==> config.mk <==
export PLATFORM = sky130hd
export DESIGN_NAME = vga_sync_out
export DESIGN_NICKNAME = d
export VERILOG_FILES = /design/src/rtl/vga_pkg.sv /design/src/rtl/vga_sync_out_delay_line.sv /design/src/rtl/vga_sync_out.sv
export SDC_FILE = /design/constraint.sdc
export NUM_CORES = 1
export LEC_CHECK = 0
export BUFFER_PORTS_ARGS = -buffer_cell sky130_fd_sc_hd__buf_2
export CAP_MARGIN = 20
export CORE_AREA = 3 3 73 75
export DETAILED_ROUTE_END_ITERATION = 7
export DIE_AREA = 0 0 76 78
export PLACE_DENSITY = 0.67
export RECOVER_POWER = 25
export SYNTH_ARGS = -nofsm -noshare
export SYNTH_HDL_FRONTEND = slang
export SYNTH_SLANG_ARGS = --single-unit
export TNS_END_PERCENT = 100
==> constraint.sdc <==
create_clock -name clock -period 4.5 [get_ports clock]
set_input_delay 0.225 -clock clock [delete_from_list [all_inputs] [get_ports clock]]
set_output_delay 0.225 -clock clock [all_outputs]
set_load 0.02 [all_outputs]
==> src/rtl/vga_pkg.sv <==
// Shared types and constants for the VGA output path: pixel type, standard
// timing sets and the colour-bar palette used by the optional test pattern.
package vga_pkg;

  typedef logic [11:0] pix12_t;

  typedef struct packed {
    int unsigned h_active;
    int unsigned h_fp;
    int unsigned h_sync;
    int unsigned h_bp;
    int unsigned v_active;
    int unsigned v_fp;
    int unsigned v_sync;
    int unsigned v_bp;
  } timing_t;

  localparam timing_t TIMING_640X480 = '{
    h_active: 640, h_fp: 16, h_sync: 96, h_bp: 48,
    v_active: 480, v_fp: 10, v_sync: 2, v_bp: 33
  };

  localparam timing_t TIMING_1024X768 = '{
    h_active: 1024, h_fp: 24, h_sync: 136, h_bp: 160,
    v_active: 768, v_fp: 3, v_sync: 6, v_bp: 29
  };

  localparam pix12_t BAR_WHITE   = 12'hFFF;
  localparam pix12_t BAR_YELLOW  = 12'hFF0;
  localparam pix12_t BAR_CYAN    = 12'h0FF;
  localparam pix12_t BAR_GREEN   = 12'h0F0;
  localparam pix12_t BAR_MAGENTA = 12'hF0F;
  localparam pix12_t BAR_RED     = 12'hF00;
  localparam pix12_t BAR_BLUE    = 12'h00F;
  localparam pix12_t BAR_BLACK   = 12'h000;

  function automatic pix12_t bar_color(input logic [2:0] idx);
    pix12_t c;
    unique case (idx)
      3'd0: c = BAR_WHITE;
      3'd1: c = BAR_YELLOW;
      3'd2: c = BAR_CYAN;
      3'd3: c = BAR_GREEN;
      3'd4: c = BAR_MAGENTA;
      3'd5: c = BAR_RED;
      3'd6: c = BAR_BLUE;
      3'd7: c = BAR_BLACK;
    endcase
    return c;
  endfunction

endpackage

==> src/rtl/vga_sync_out_delay_line.sv <==
// sync_delay_line: fixed-depth shift register; every stage loads rst_val on a
// synchronous reset so the output side sees idle values immediately.
module sync_delay_line #(
  parameter int unsigned Width = 3,
  parameter int unsigned Depth = 3
) (
  input  logic             clock,
  input  logic             reset,
  input  logic [Width-1:0] rst_val,
  input  logic [Width-1:0] din,
  output logic [Width-1:0] dout
);

  logic [Width-1:0] stage_q [Depth];

  always_ff @(posedge clock) begin
    if (reset) begin
      for (int unsigned i = 0; i < Depth; i++) begin
        stage_q[i] <= rst_val;
      end
    end else begin
      stage_q[0] <= din;
      for (int unsigned i = 1; i < Depth; i++) begin
        stage_q[i] <= stage_q[i-1];
      end
    end
  end

  assign dout = stage_q[Depth-1];

endmodule

==> src/rtl/vga_sync_out.sv <==
// Raster timing generator and blanked RGB/sync output stage.
// Define VGA_TEST_PATTERN_EN to add the test_mode port and colour-bar source.
module vga_sync_out
  import vga_pkg::*;
#(
  parameter int unsigned H_ACTIVE   = TIMING_640X480.h_active,
  parameter int unsigned H_FP       = TIMING_640X480.h_fp,
  parameter int unsigned H_SYNC     = TIMING_640X480.h_sync,
  parameter int unsigned H_BP       = TIMING_640X480.h_bp,
  parameter int unsigned V_ACTIVE   = TIMING_640X480.v_active,
  parameter int unsigned V_FP       = TIMING_640X480.v_fp,
  parameter int unsigned V_SYNC     = TIMING_640X480.v_sync,
  parameter int unsigned V_BP       = TIMING_640X480.v_bp,
  parameter int unsigned PIPE_DELAY = 3
) (
  input  logic        clock,
  input  logic        reset,
  output logic [10:0] hc,
  output logic [9:0]  vc,
  output logic        active,
  output logic        frame_start,
  input  logic [11:0] pix_in,
`ifdef VGA_TEST_PATTERN_EN
  input  logic        test_mode,
`endif
  output logic [3:0]  vga_r,
  output logic [3:0]  vga_g,
  output logic [3:0]  vga_b,
  output logic        vga_hs,
  output logic        vga_vs
);

  localparam int unsigned H_TOTAL  = H_ACTIVE + H_FP + H_SYNC + H_BP;
  localparam int unsigned V_TOTAL  = V_ACTIVE + V_FP + V_SYNC + V_BP;
  localparam int unsigned HS_START = H_ACTIVE + H_FP;
  localparam int unsigned HS_END   = HS_START + H_SYNC;
  localparam int unsigned VS_START = V_ACTIVE + V_FP;
  localparam int unsigned VS_END   = VS_START + V_SYNC;

  logic [10:0] hc_q, hc_d;
  logic [9:0]  vc_q, vc_d;
  // Low for the first clock out of reset: the raster holds at (0,0) so that
  // frame_start is seen once reset has gone away.
  logic        started_q;

  always_ff @(posedge clock) begin
    if (reset) begin
      hc_q      <= '0;
      vc_q      <= '0;
      started_q <= 1'b0;
    end else begin
      hc_q      <= hc_d;
      vc_q      <= vc_d;
      started_q <= 1'b1;
    end
  end

  always_comb begin
    hc_d = hc_q;
    vc_d = vc_q;
    if (started_q) begin
      if (hc_q == 11'(H_TOTAL - 1)) begin
        hc_d = '0;
        vc_d = (vc_q == 10'(V_TOTAL - 1)) ? '0 : vc_q + 10'd1;
      end else begin
        hc_d = hc_q + 11'd1;
      end
    end
  end

  logic in_active, raw_hs, raw_vs;

  always_comb begin
    in_active = started_q && (hc_q < 11'(H_ACTIVE)) && (vc_q < 10'(V_ACTIVE));
    raw_hs    = !((hc_q >= 11'(HS_START)) && (hc_q < 11'(HS_END)));
    raw_vs    = !((vc_q >= 10'(VS_START)) && (vc_q < 10'(VS_END)));
  end

  assign hc          = hc_q;
  assign vc          = vc_q;
  assign active      = in_active;
  assign frame_start = started_q && (hc_q == '0) && (vc_q == '0);

  // {hs, vs, active} delayed to line up with pix_in.
  logic [2:0] dly;

  sync_delay_line #(
    .Width(3),
    .Depth(PIPE_DELAY)
  ) u_sync_dly (
    .clock  (clock),
    .reset  (reset),
    .rst_val(3'b110),
    .din    ({raw_hs, raw_vs, in_active}),
    .dout   (dly)
  );

  pix12_t pix_sel;

`ifdef VGA_TEST_PATTERN_EN
  localparam int unsigned BAR_W = H_ACTIVE / 8;

  logic [10:0] hc_dly;
  logic [2:0]  bar_idx;

  sync_delay_line #(
    .Width(11),
    .Depth(PIPE_DELAY)
  ) u_hc_dly (
    .clock  (clock),
    .reset  (reset),
    .rst_val(11'd0),
    .din    (hc_q),
    .dout   (hc_dly)
  );

  assign bar_idx = 3'(hc_dly / 11'(BAR_W));
  assign pix_sel = test_mode ? bar_color(bar_idx) : pix_in;
`else
  assign pix_sel = pix_in;
`endif

  logic   hs_q, vs_q;
  pix12_t rgb_q;

  always_ff @(posedge clock) begin
    if (reset) begin
      hs_q  <= 1'b1;
      vs_q  <= 1'b1;
      rgb_q <= '0;
    end else begin
      hs_q  <= dly[2];
      vs_q  <= dly[1];
      rgb_q <= dly[0] ? pix_sel : '0;
    end
  end

  assign vga_hs = hs_q;
  assign vga_vs = vs_q;
  assign vga_r  = rgb_q[11:8];
  assign vga_g  = rgb_q[7:4];
  assign vga_b  = rgb_q[3:0];

endmodule

==> results by group, run 1 <==
Worst setup path
  – Worst Setup End Kind: output pin
  – Crit Path Class: register to output pin
  – CP arrival: around 1.9 ns
  – Worst r2r dst: vc[3]
  – Crit start category: register
  – Critical Path RT: 4.28 ns
  – R2R depth: 5
  – RR Startpoint: hc[0]
  – CP Max Fanout: 6
  – R2R Setup Slk: approximately 2.6 ns

Final layout
  – Ant. Diodes: 0
  – Area Growth Syn to Fin: 20.5%
  – Share of cells above drive strength 1: between 20% and 30%
  – Final std cells w/o fill: 300
  – Final nets: 250

CTS
  – Num CTS Buffers: 5
  – H-tree Lvls: 2
  – Post-CTS Setup Repair Bufs: 0
  – Worst-Skew Late Latency: 0.30 ns
  – Largest buffer count on any clock path: 2
  – TritonCTS clock tree: yes
  – Root Driver: clkbuf_8
  – Cts repair resizes: 0
  – Clock-pin slew on the worst setup and hold paths: about 0.090 ns
  – Hold-fix buffers at CTS: 0
  – Num Clock Sinks: between 40 and 50

Yosys
  – Synth Area in Adders: 2.79%
  – Netlist cell types: 39
  – EDFF count, synth: 0
  – Simple-gate share of the synthesized area: roughly 30%
  – Syn_nets: ~200
  – FF+latch count, synth: 45
  – Mux cell area share after synthesis: less than 1%
  – Sequential fraction of the synthesis area: around half
  – Largest family of logic cells by synthesized area: simple AND/OR/NAND/NOR gates
  – Compound-Gate Fraction of Synth Area: between 6 and 7%
  – Mapped Area: 0.00179 mm^2
  – Async set or reset register ratio after synthesis: 0%
  – Syn_area_per_cell: 9.74 um^2
  – Yosys warns: 0
  – Post-Synth XOR/XNOR Area: approximately 5.4%
  – Post-Synthesis Cells: 184
  – Top FF cell, synth: dfxtp_1

Power
  – Pint: between 0.0005 and 0.0006 W
  – Leak: around 0.89 nW
  – IR drop worst, VDD: 0.000191 V
  – Clk network pwr share: 36.2%
  – PwrDens: 332 mW/mm^2
  – Psw: between 0.00015 and 0.0002 W
  – Net Sw Frac: 25.2%
  – Combinational share of power: 6.5%
  – Seq pwr share: between 50% and 60%

Timing
  – Final period util: 46.9%
  – Slew Limit Fails: 0
  – Final setup violation count: 0
  – FMAX: approximately 470 MHz
  – Post-Route Skew: approximately 0.0031 ns
  – Final min period: around 2.1 ns
  – Fin worst setup slack: about 2.4 ns
  – Unrepaired setup endpoints after global routing: no
  – Slew @ Worst Pin: approximately 0.69 ns
  – Relative slew slack: 54.3%
  – Setup TNS: 0 ns
  – Hold Violations, Final: 0

Drt
  – Max Used Layer: met4
  – Vias: approximately 1500
  – WL final: 3770 um
  – Met1 WL: 1780 um
  – Iter 0 DRT Violations: 72
  – First drt pass iteration count: 4
  – Met3 routed WL: approximately 280 um
  – Met2 routed WL: between 1500 and 2000 um
  – DR vias/cell: ~5.0
  – Routed wire length per instance: about 13 um
  – Antenna Nets Post-Route: 0
  – DRC viols: 0

Placed design
  – Placed insts: a little under 300
  – Pre-CTS setup slack: 2.62 ns
  – Detailed placer's ending HPWL: 2700 um
  – Port Buffers: 50
  – Routability Congestion: 0.793

Die
  – IO Pins: approximately 50
  – Core ar.: approximately 0.0047 mm^2
  – Initial core utilization: between 30% and 40%
  – Die width: roughly 76 um
  – Die area: 0.00593 mm^2
  – Die Y: around 78 um
  – FP Rows: 25

Global route
  – Grt total ovfl: 0
  – Largest net degree at the start of global routing: 18
  – Vias in the first global route: between 1000 and 1500
  – Initial antenna violation count: 0
  – Overall Global Routing Usage: 13.1%
  – Global-route wire length before repair: approximately 6400 um

Hold path
  – Hold Path Class: input port to register
  – Hold Path End: rgb_q[4]
  – Hold Path Origin: pix_in[4]
  – Hold path depth: 2

Flow run
  – Max-Cap Viols: 0

Run status
  – Status: completed
==> power groups by stage <==
stage	Sequential [W]	Combinational (W)	Clock [W]
3_5_place_dp	0.000421	0.0000473	0
6_report	0.000411	0.0000464	0.000260
4_1_cts	0.000411	0.0000475	0.000271
3_3_place_gp	0.000420	0.0000469	0
5_1_grt	0.000413	0.0000511	0.000292
2_1_floorplan	0.000424	0.0000260	0
==> worst max path at each step <==
stage | from | end
2_1_floorplan | hc[0] | frame_start
3_3_place_gp | hc[0] | vc[3]
3_5_place_dp | hc[1] | vc[3]
4_1_cts | hc[0] | frame_start
5_1_grt | hc[0] | frame_start
6_report | hc[0] | frame_start
==> layer usage <==
metal	track usage [%]	vias to the layer above
met2	20.7	45
met1	16.7	691
li1	-	747
met3	4.99	2
met4	4.17	0
met5	0	-
==> cell usage in the layout (no fill, tap or decap), types with 5 or more instances in the layout <==
cell type | synthesis | final
and2_1 | 13 | 13
and4_1 | 6 | 6
buf_2 | 3 | 38
clkbuf_1 | 5 | 12
clkbuf_8 | 0 | 5
dfxtp_1 | 45 | 45
inv_1 | 6 | 6
nand2_1 | 7 | 7
nand3_1 | 9 | 9
nand4_1 | 10 | 10
nor2_1 | 15 | 15
or2_2 | 6 | 6
xnor2_1 | 6 | 6
xor2_1 | 5 | 5
==> area by class of cell <==
cell class / instances / area, um^2
Fill cell: 480 / 2560
Sequential cell: 45 / 901
Multi-Input combinational cell: 123 / 820
Timing Repair Buffer: 50 / 235
Tap cell: 67 / 83.8
Clock buffer: 5 / 68.8
Inverter: 7 / 26.3
Clock inverter: 3 / 25.0
==> through the flow <==
stage / total power, W / hold WS (ns) / area (um^2) / util [%]
detailed placement: 0.000468 / 0.393 / 2080 / 44.1
global placement: 0.000467 / 0.391 / 2080 / 44.1
CTS: 0.000730 / 0.112 / 2170 / 46.0
global route: 0.000756 / 0.0989 / 2160 / 45.7
finish: 0.000718 / 0.121 / 2160 / 45.7
floorplan: 0.000450 / 0.347 / 1790 / -
==> cell usage after synthesis (2+ instances only) <==
| cell type | number | area (um^2) |
|---|---|---|
| xor2_1 | 5 | 43.8 |
| dfxtp_1 | 45 | 901 |
| o211ai_1 | 2 | 15.0 |
| nor2b_1 | 3 | 18.8 |
| or3_1 | 3 | 18.8 |
| nor4_1 | 2 | 12.5 |
| inv_1 | 6 | 22.5 |
| and2_1 | 13 | 81.3 |
| nor3_1 | 3 | 15.0 |
| and4_1 | 6 | 52.6 |
| or2_2 | 6 | 37.5 |
| and3_1 | 4 | 25.0 |
| buf_2 | 3 | 15.0 |
| nor2_1 | 15 | 56.3 |
| a21oi_1 | 3 | 15.0 |
| o21ai_0 | 4 | 20.0 |
| o31ai_1 | 2 | 15.0 |
| nor4bb_1 | 3 | 30.0 |
| ha_1 | 4 | 50.1 |
| xnor2_1 | 6 | 52.6 |
| nand4_1 | 10 | 62.6 |
| clkbuf_1 | 5 | 18.8 |
| nand3_1 | 9 | 45.0 |
| nand2_1 | 7 | 26.3 |
==> flip-flops by register name, summed over array words and instances (netlist names) <==
| signal | flops |
|---|---|
| rgb_q | 12 |
| hc | 11 |
| vc | 10 |
| u_sync_dly.stage_q | 9 |
| started_q | 1 |
| vga_hs | 1 |
| vga_vs | 1 |
==> critical path, stage by stage, from the launching register on <==
cell      delay [ns]
dfxtp_1         0.37
inv_1           0.08
ha_1            0.13
nor4bb_1        0.33
nand4_1         0.15
nor4bb_1        0.31
buf_2           0.22
==> cell families (layout without fill, tap and decap cells) <==
| logic type | count (synthesis) | after routing |
|---|---|---|
| flops | 45 | 45 |
| xor+xnor | 11 | 11 |
| buf+inv | 16 | 65 |
| fa+ha+maj | 4 | 4 |
| mux | 1 | 1 |
| compound gates | 18 | 18 |
| simple gates | 89 | 89 |
(Power assumes the default switching activity.)
==> run 2, diff against run 1 <==
- ABC_AREA: default -> 1
- CORE_AREA: 3 3 73 75 -> 3 3 77 79
- DIE_AREA: 0 0 76 78 -> 0 0 80 82
- PLACE_DENSITY: 0.67 -> 0.66
- clock period: 4.5 -> 2 ns (I/O delays scaled with it)
==> run 2 against run 1 <==
Utilization increased by 0.27 points. Sequential share of layout area decreased by 5.5 points. Combinational power increased by 120%. Critical path type unchanged. Synthesized area increased by 11%. Clock skew increased by 0.0067 ns.
==> results by group, run 2 <==
Global route
  – Vias in the first global route: 1675 (was 1374)
  – Overall Global Routing Usage: 14.4% (was 13.1%)
  – Global-route wire length before repair: 7440 um (was 6360 um)
  – Initial antenna violation count: 0 (unchanged)
  – Largest net degree at the start of global routing: 17 (was 18)
  – Grt total ovfl: 0 (unchanged)

Drt
  – Met3 routed WL: 228 um (was 280 um)
  – Iter 0 DRT Violations: 62 (was 72)
  – Routed wire length per instance: 10.9 um (was 12.6 um)
  – DRC viols: 0 (unchanged)
  – DR vias/cell: 4.57 (was 4.95)
  – Max Used Layer: met4 (unchanged)
  – Met1 WL: 1970 um (was 1780 um)
  – Met2 routed WL: 2050 um (was 1680 um)
  – Vias: 1799 (was 1485)
  – Antenna Nets Post-Route: 0 (unchanged)
  – First drt pass iteration count: 5 (was 4)
  – WL final: 4300 um (was 3770 um)

Placed design
  – Port Buffers: 50 (unchanged)
  – Routability Congestion: 0.870 (was 0.793)
  – Post-DP Area: 0.00230 mm^2 (was 0.00208 mm^2)
  – Detailed placer's ending HPWL: 3290 um (was 2700 um)
  – Placed insts: 379 (was 292)

Power
  – PwrDens: 681 mW/mm^2 (was 332 mW/mm^2)
  – Leak: 1.21 nW (was 0.894 nW)
  – IR drop worst, VDD: 0.000297 V (was 0.000191 V)

Yosys
  – Post-Synthesis Cells: 261 (was 184)
  – FF+latch count, synth: 45 (unchanged)
  – Largest area contributor in the netlist: dfxtp_1 (unchanged)
  – Top cells by area, synth: dfxtp_1, nand2_1, nor2_1 (was dfxtp_1, and2_1, nand4_1)
  – Syn_nets: 279 (was 202)
  – Mapped Area: 0.00198 mm^2 (was 0.00179 mm^2)
  – Netlist cell types: 35 (was 39)
  – Share of Yosys cell area claimed by the top area cell type: 45.5% (was 50.3%)
  – Count leader, synth: nand2_1 (was dfxtp_1)
  – Async set or reset register ratio after synthesis: 0% (unchanged)
  – Top post-synthesis cells by count: nand2_1, nor2_1, dfxtp_1 (was dfxtp_1, nor2_1, and2_1)
  – Sequential fraction of the synthesis area: 45.5% (was 50.3%)
  – Top FF cell, synth: dfxtp_1 (unchanged)
  – Yosys warns: 0 (unchanged)
  – Syn_area_per_cell: 7.59 um^2 (was 9.74 um^2)
  – EDFF count, synth: 0 (unchanged)

Die
  – IO Pins: 51 (unchanged)
  – Initial core utilization: 36.7% (was 37.9%)
  – Die Y: 82 um (was 78 um)
  – Die width: 80 um (was 76 um)
  – FP Rows: 27 (was 25)
  – Core ar.: 0.00541 mm^2 (was 0.00472 mm^2)
  – Die area: 0.00656 mm^2 (was 0.00593 mm^2)

Worst setup path
  – Crit Path Class: register to output pin (unchanged)
  – Crit start category: register (unchanged)
  – CP Buf/Inv Count: 2 (unchanged)
  – Worst Setup End Kind: output pin (unchanged)
  – Critical Path RT: 1.90 ns (was 4.28 ns)
  – Cell-by-cell trace of the critical path: inv_1 > ha_1 > nand2_1 > nor3_1 > nand3_1 > nor2_1 > buf_2 (was inv_1 > ha_1 > nor4bb_1 > nand4_1 > nor4bb_1 > buf_2)
  – CP max stage delay: 0.37 ns (about the same)
  – CP Max Fanout: 5 (was 6)
  – Family with the most delay on the worst path: simple AND/OR/NAND/NOR gates (unchanged)
  – Slowest CP cell: dfxtp_1 (unchanged)
  – CP arrival: 1.52 ns (was 1.89 ns)

CTS
  – Num Clock Sinks: 45 (unchanged)
  – Root Driver: clkbuf_8 (unchanged)
  – H-tree Lvls: 2 (unchanged)
  – Largest buffer count on any clock path: 2 (unchanged)
  – Clock-pin slew on the worst setup and hold paths: 0.09 ns (about the same)
  – TritonCTS clock tree: yes (unchanged)
  – Cts repair resizes: 0 (unchanged)
  – Worst-Skew Late Latency: 0.29 ns (was 0.30 ns)
  – Num CTS Buffers: 5 (unchanged)

Timing
  – Unrepaired setup endpoints after global routing: no (unchanged)
  – FMAX: just over 600 MHz
  – Final min period: between 1.5 and 2 ns
  – Final period util: approximately four fifths
  – Setup TNS: 0 ns (unchanged)
  – Slew @ Worst Pin: 0.609 ns (was 0.685 ns)
  – Slew Limit Fails: 0 (unchanged)
  – Post-Route Skew: 0.00985 ns (was 0.00314 ns)
  – Hold Violations, Final: 0 (unchanged)
  – Fin Hold WS: 0.00851 ns (was 0.121 ns)
  – Relative slew slack: 59.4% (was 54.3%)
  – Final setup violation count: 0 (unchanged)

Final layout
  – Final instance area: 0.00249 mm^2 (was 0.00216 mm^2)
  – Share of cells above drive strength 1: 25.5% (was 24.5%)
  – Biggest register: rgb_q (unchanged)
  – Ant. Diodes: 0 (unchanged)
  – Fill count: 587 (was 480)
  – Largest register FFs: 12 (unchanged)
  – Most common cell after layout, fill and taps aside: buf_2 (was dfxtp_1)
  – Area Growth Syn to Fin: 25.4% (was 20.5%)
  – Final nets: 339 (was 250)
  – Commonest non-fill, non-tap cells in the layout: buf_2, nand2_1, nor2_1 (was dfxtp_1, buf_2, nor2_1)
  – Final std cells w/o fill: 394 (was 300)

Flow run
  – Max-Cap Viols: 0 (unchanged)

Run status
  – Status: completed (unchanged)

Hold path
  – Hold Path Class: input port to register (unchanged)
==> run 2: power breakdown <==
part / leakage, nW / switching [W] / total, W / internal (W)
combinational: 0.793 / 0.0000585 / 0.000101 / 0.0000427
sequential: 0.364 / 0.00000820 / 0.000913 / 0.000905
clock: 0.0543 / 0.000306 / 0.000680 / 0.000374
total: 1.21 / 0.000373 / 0.00169 / 0.00132
==> run 2: per-layer routing <==
metal | up-vias | track usage (%)
li1 | 938 | -
met1 | 806 | 17.8
met2 | 51 | 24.6
met3 | 4 | 3.62
met4 | 0 | 4.56
met5 | - | 0
==> run 2: final timing paths <==
path	start	to	slack, ns	cells after the start
min	pix_in[6]	rgb_q[6]	0.009	3
max reg2reg	vc[1]	vc[2]	0.51	9
max	vc[1]	frame_start	0.38	7
min reg2reg	u_sync_dly.stage_q[0][3]	u_sync_dly.stage_q[0][6]	0.40	2
==> run 2: timing repair <==
action,CTS,global route
buffers inserted,0,0
hold buffers,7,0
hold endpoints to repair,7,0
==> run 2: cells by family after synthesis <==
| family | Yosys count | synth area share [%] |
|---|---|---|
| flip-flops | 45 | 45.5 |
| AND/OR/NAND/NOR | 146 | 37.2 |
| XOR/XNOR | 2 | 0.884 |
| adder cells (fa/ha/maj) | 4 | 2.53 |
| buffers and inverters | 48 | 9.60 |
| AO/OA/AOI/OAI | 16 | 4.29 |
==> run 2: tightest hold or removal path, stage by stage <==
cell and delay [ns]:
buf_2 0.09, inv_1 0.04, nor2_1 0.03
==> run 2: final cells by class <==
type                       instances  area (um^2)  area share, %
tap                               72         90.1           3.62
clock inverter                     3         46.3           1.86
sequential                        45          901           36.2
multi-input combinational        168          891           35.8
inverter                          44          170           6.84
timing repair buffer              57          319           12.8
clock buffer                       5         68.8           2.77
==> run 2: through the flow <==
step                      setup WS, ns  total power (W)  util, %
after detailed placement         0.555          0.00103     42.6
after CTS                        0.344          0.00172     46.0
after floorplan                  0.529         0.000994        -
final                            0.377          0.00169     46.0
after global placement           0.595          0.00103     42.6
after global routing             0.166          0.00178     46.0
==> run 3, diff against run 2 <==
- ABC_AREA: 1 -> 0
- CORE_AREA: 3 3 77 79 -> 3 3 73 75
- DIE_AREA: 0 0 80 82 -> 0 0 76 78
- PLACE_DENSITY: 0.66 -> 0.7
- clock period: 2 -> 1.41 ns (I/O delays scaled with it)
==> run 3 against run 2 <==
The flow now finishes with violations (negative setup slack). Clock power grew 21%. Die area down 9.6%. Combinational power grew to 2.8 times the previous value. Sequential cell count unchanged. Sequential power up 42%. Clock-buffer cell count unchanged. Hold slack improved by 0.16 ns. Largest cell class is now multi-input combinational cells. Highest routed layer unchanged.
==> results by group, run 3 (synthesized netlist as in run 1, its figures left out) <==
Run status
  – Status: complete, but fails checks (was completed)
  – Failing checks: negative setup slack

Power
  – IR drop worst, VDD: 0.000938 V (was 0.000297 V)
  – PwrDens: 831 mW/mm^2 (was 681 mW/mm^2)
  – Power, Total: 0.00240 W (was 0.00169 W)
  – Leak: 1.26 nW (was 1.21 nW)

Timing
  – Setup TNS: -1.24 ns (was 0 ns)
  – Slew Limit Fails: 0 (unchanged)
  – Relative slew slack: 71.5% (was 59.4%)
  – Final period util: 125%
  – Final setup violation count: 10 (was 0)
  – Final min period: between 1.5 and 2 ns
  – Slew @ Worst Pin: 0.427 ns (was 0.609 ns)
  – Unrepaired setup endpoints after global routing: yes (was no)
  – Fin Hold WS: 0.167 ns (was 0.00851 ns)
  – Fin worst setup slack: -0.348 ns (was 0.377 ns)
  – Hold Violations, Final: 0 (unchanged)
  – FMAX: about 570 MHz
  – Post-Route Skew: 0.00718 ns (was 0.00985 ns)

Final layout
  – Ant. Diodes: 0 (unchanged)
  – Commonest non-fill, non-tap cells in the layout: buf_2, buf_4, dfxtp_1 (was buf_2, nand2_1, nor2_1)
  – Most common cell after layout, fill and taps aside: buf_2 (unchanged)
  – Biggest register: rgb_q (unchanged)
  – Share of cells above drive strength 1: 54.3% (was 25.5%)
  – Final nets: 308 (was 339)
  – Area Growth Syn to Fin: 61.5% (was 25.4%)
  – Layout Utilization: 61.3% (was 46.0%)
  – Final std cells w/o fill: 358 (was 394)
  – Largest register FFs: 12 (unchanged)

Global route
  – Met2 GRT Util: 29.2% (was 24.6%)
  – Overall Global Routing Usage: 16.9% (was 14.4%)
  – GRT met3 Usage: 4.87% (was 3.62%)
  – Vias in the first global route: 1721 (was 1675)
  – Global-route wire length before repair: 8030 um (was 7440 um)
  – Largest net degree at the start of global routing: 17 (unchanged)
  – Grt total ovfl: 0 (unchanged)
  – Busiest grt layer: met2 (unchanged)
  – Initial antenna violation count: 0 (unchanged)
  – M1 GR Usage: 19.8% (was 17.8%)

Die
  – FP Rows: 25 (was 27)
  – Core ar.: 0.00472 mm^2 (was 0.00541 mm^2)
  – Die area: 0.00593 mm^2 (was 0.00656 mm^2)
  – Die Y: 78 um (was 82 um)
  – Die width: 76 um (was 80 um)
  – Initial core utilization: 37.9% (was 36.7%)
  – IO Pins: 51 (unchanged)

Hold path
  – Hold path depth: 2 (was 3)
  – Hold Path Origin: reset (was pix_in[6])
  – Hold Path End: vc[3] (was rgb_q[6])
  – Hold Path Class: input port to register (unchanged)

Worst setup path
  – R2R Setup Slk: -0.19 ns (was 0.51 ns)
  – Critical Path RT: 1.34 ns (was 1.90 ns)
  – Family with the most delay on the worst path: simple AND/OR/NAND/NOR gates (unchanged)
  – Crit Path Class: register to output pin (unchanged)
  – Cell-by-cell trace of the critical path: nor4_1 > nand4_1 > nor4bb_4 > buf_4 (was inv_1 > ha_1 > nand2_1 > nor3_1 > nand3_1 > nor2_1 > buf_2)
  – Slowest CP cell: dfxtp_1 (unchanged)
  – CP max stage delay: 0.37 ns (about the same)
  – R2R depth: 5 (was 9)
  – Worst Setup End Kind: output pin (unchanged)
  – Crit start category: register (unchanged)
  – CP Buf/Inv Count: 1 (was 2)
  – CP Max Fanout: 5 (unchanged)
  – CP arrival: 1.69 ns (was 1.52 ns)
  – RR Startpoint: hc[10] (was vc[1])
  – Worst r2r dst: vc[8] (was vc[2])

Flow run
  – Max-Cap Viols: 0 (unchanged)

Drt
  – Vias: 1723 (was 1799)
  – Antenna Nets Post-Route: 0 (unchanged)
  – Iter 0 DRT Violations: 80 (was 62)
  – DRC viols: 0 (unchanged)
  – WL final: 4950 um (was 4300 um)
  – DR vias/cell: 4.81 (was 4.57)
  – Routed wire length per instance: 13.8 um (was 10.9 um)
  – First drt pass iteration count: 4 (was 5)

CTS
  – TritonCTS clock tree: yes (unchanged)
  – H-tree Lvls: 2 (unchanged)
  – Num Clock Sinks: 45 (unchanged)
  – Num CTS Buffers: 5 (unchanged)
  – Largest buffer count on any clock path: 2 (unchanged)
  – Root Driver: clkbuf_8 (unchanged)
  – Clock-pin slew on the worst setup and hold paths: 0.09 ns (about the same)
  – Worst-Skew Late Latency: 0.30 ns (was 0.29 ns)

Placed design
  – Port Buffers: 50 (unchanged)
  – Placed insts: 327 (was 379)
  – Routability Congestion: 0.901 (was 0.870)
  – Detailed placer's ending HPWL: 3210 um (was 3290 um)
-- run 3: cell types whose count changed in the layout (fill, tap and decap cells not counted), sizes merged, moves of 6 or more --
cell | previous run | this run
nand2 | 53 | 7
nor2 | 50 | 15
and4 | 0 | 6
inv | 42 | 9
xnor2 | 0 | 6
and2 | 1 | 13
a21oi | 9 | 3
buf | 49 | 92
-- run 3: metrics by stage --
stage	cell area, um^2	setup WS, ns
2_1_floorplan	1910	-0.0893
3_3_place_gp	2430	-0.116
3_5_place_dp	2430	-0.153
4_1_cts	2830	-0.352
5_1_grt	2890	-0.407
6_report	2890	-0.348
-- run 3: metal layers --
metal	share of wire (%)	vias up
met2	49	44
li1	-	863
met3	4.3	12
met4	1.7	0
met5	0	-
met1	45	804
-- run 3: layout make-up --
type,count,area [um^2]
timing repair buffer,108,729
multi-input combinational,123,1030
tap,67,83.8
clock inverter,3,23.8
sequential,45,933
clock buffer,5,68.8
fill,390,1830
inverter,7,28.8
-- run 3: timing repair --
action | in CTS | in global routing
cloned | 0 | 0
hold buffers | 12 | 0
resized for setup | 30 | 17
endpoints found under the hold margin | 12 | 0
endpoints found under the setup margin | 11 | 23
pin swaps | 15 | 16
setup buffers | 8 | 4
-- run 3: how the worst max path moves through the flow --
stage | cells after the start | start | to
finish | 4 | hc[8] | frame_start
floorplan | 4 | hc[10] | vc[8]
global placement | 4 | hc[10] | vc[8]
detailed placement | 4 | hc[10] | vc[8]
CTS | 6 | hc[0] | frame_start
global route | 6 | hc[1] | frame_start
-- run 3: where the power goes --
| part | internal [W] | total (W) | switching (W) |
|---|---|---|---|
| clock network | 0.000359 | 0.000820 | 0.000461 |
| logic | 0.000153 | 0.000285 | 0.000132 |
| registers | 0.00128 | 0.00130 | 0.0000146 |
| total | 0.00180 | 0.00240 | 0.000608 |
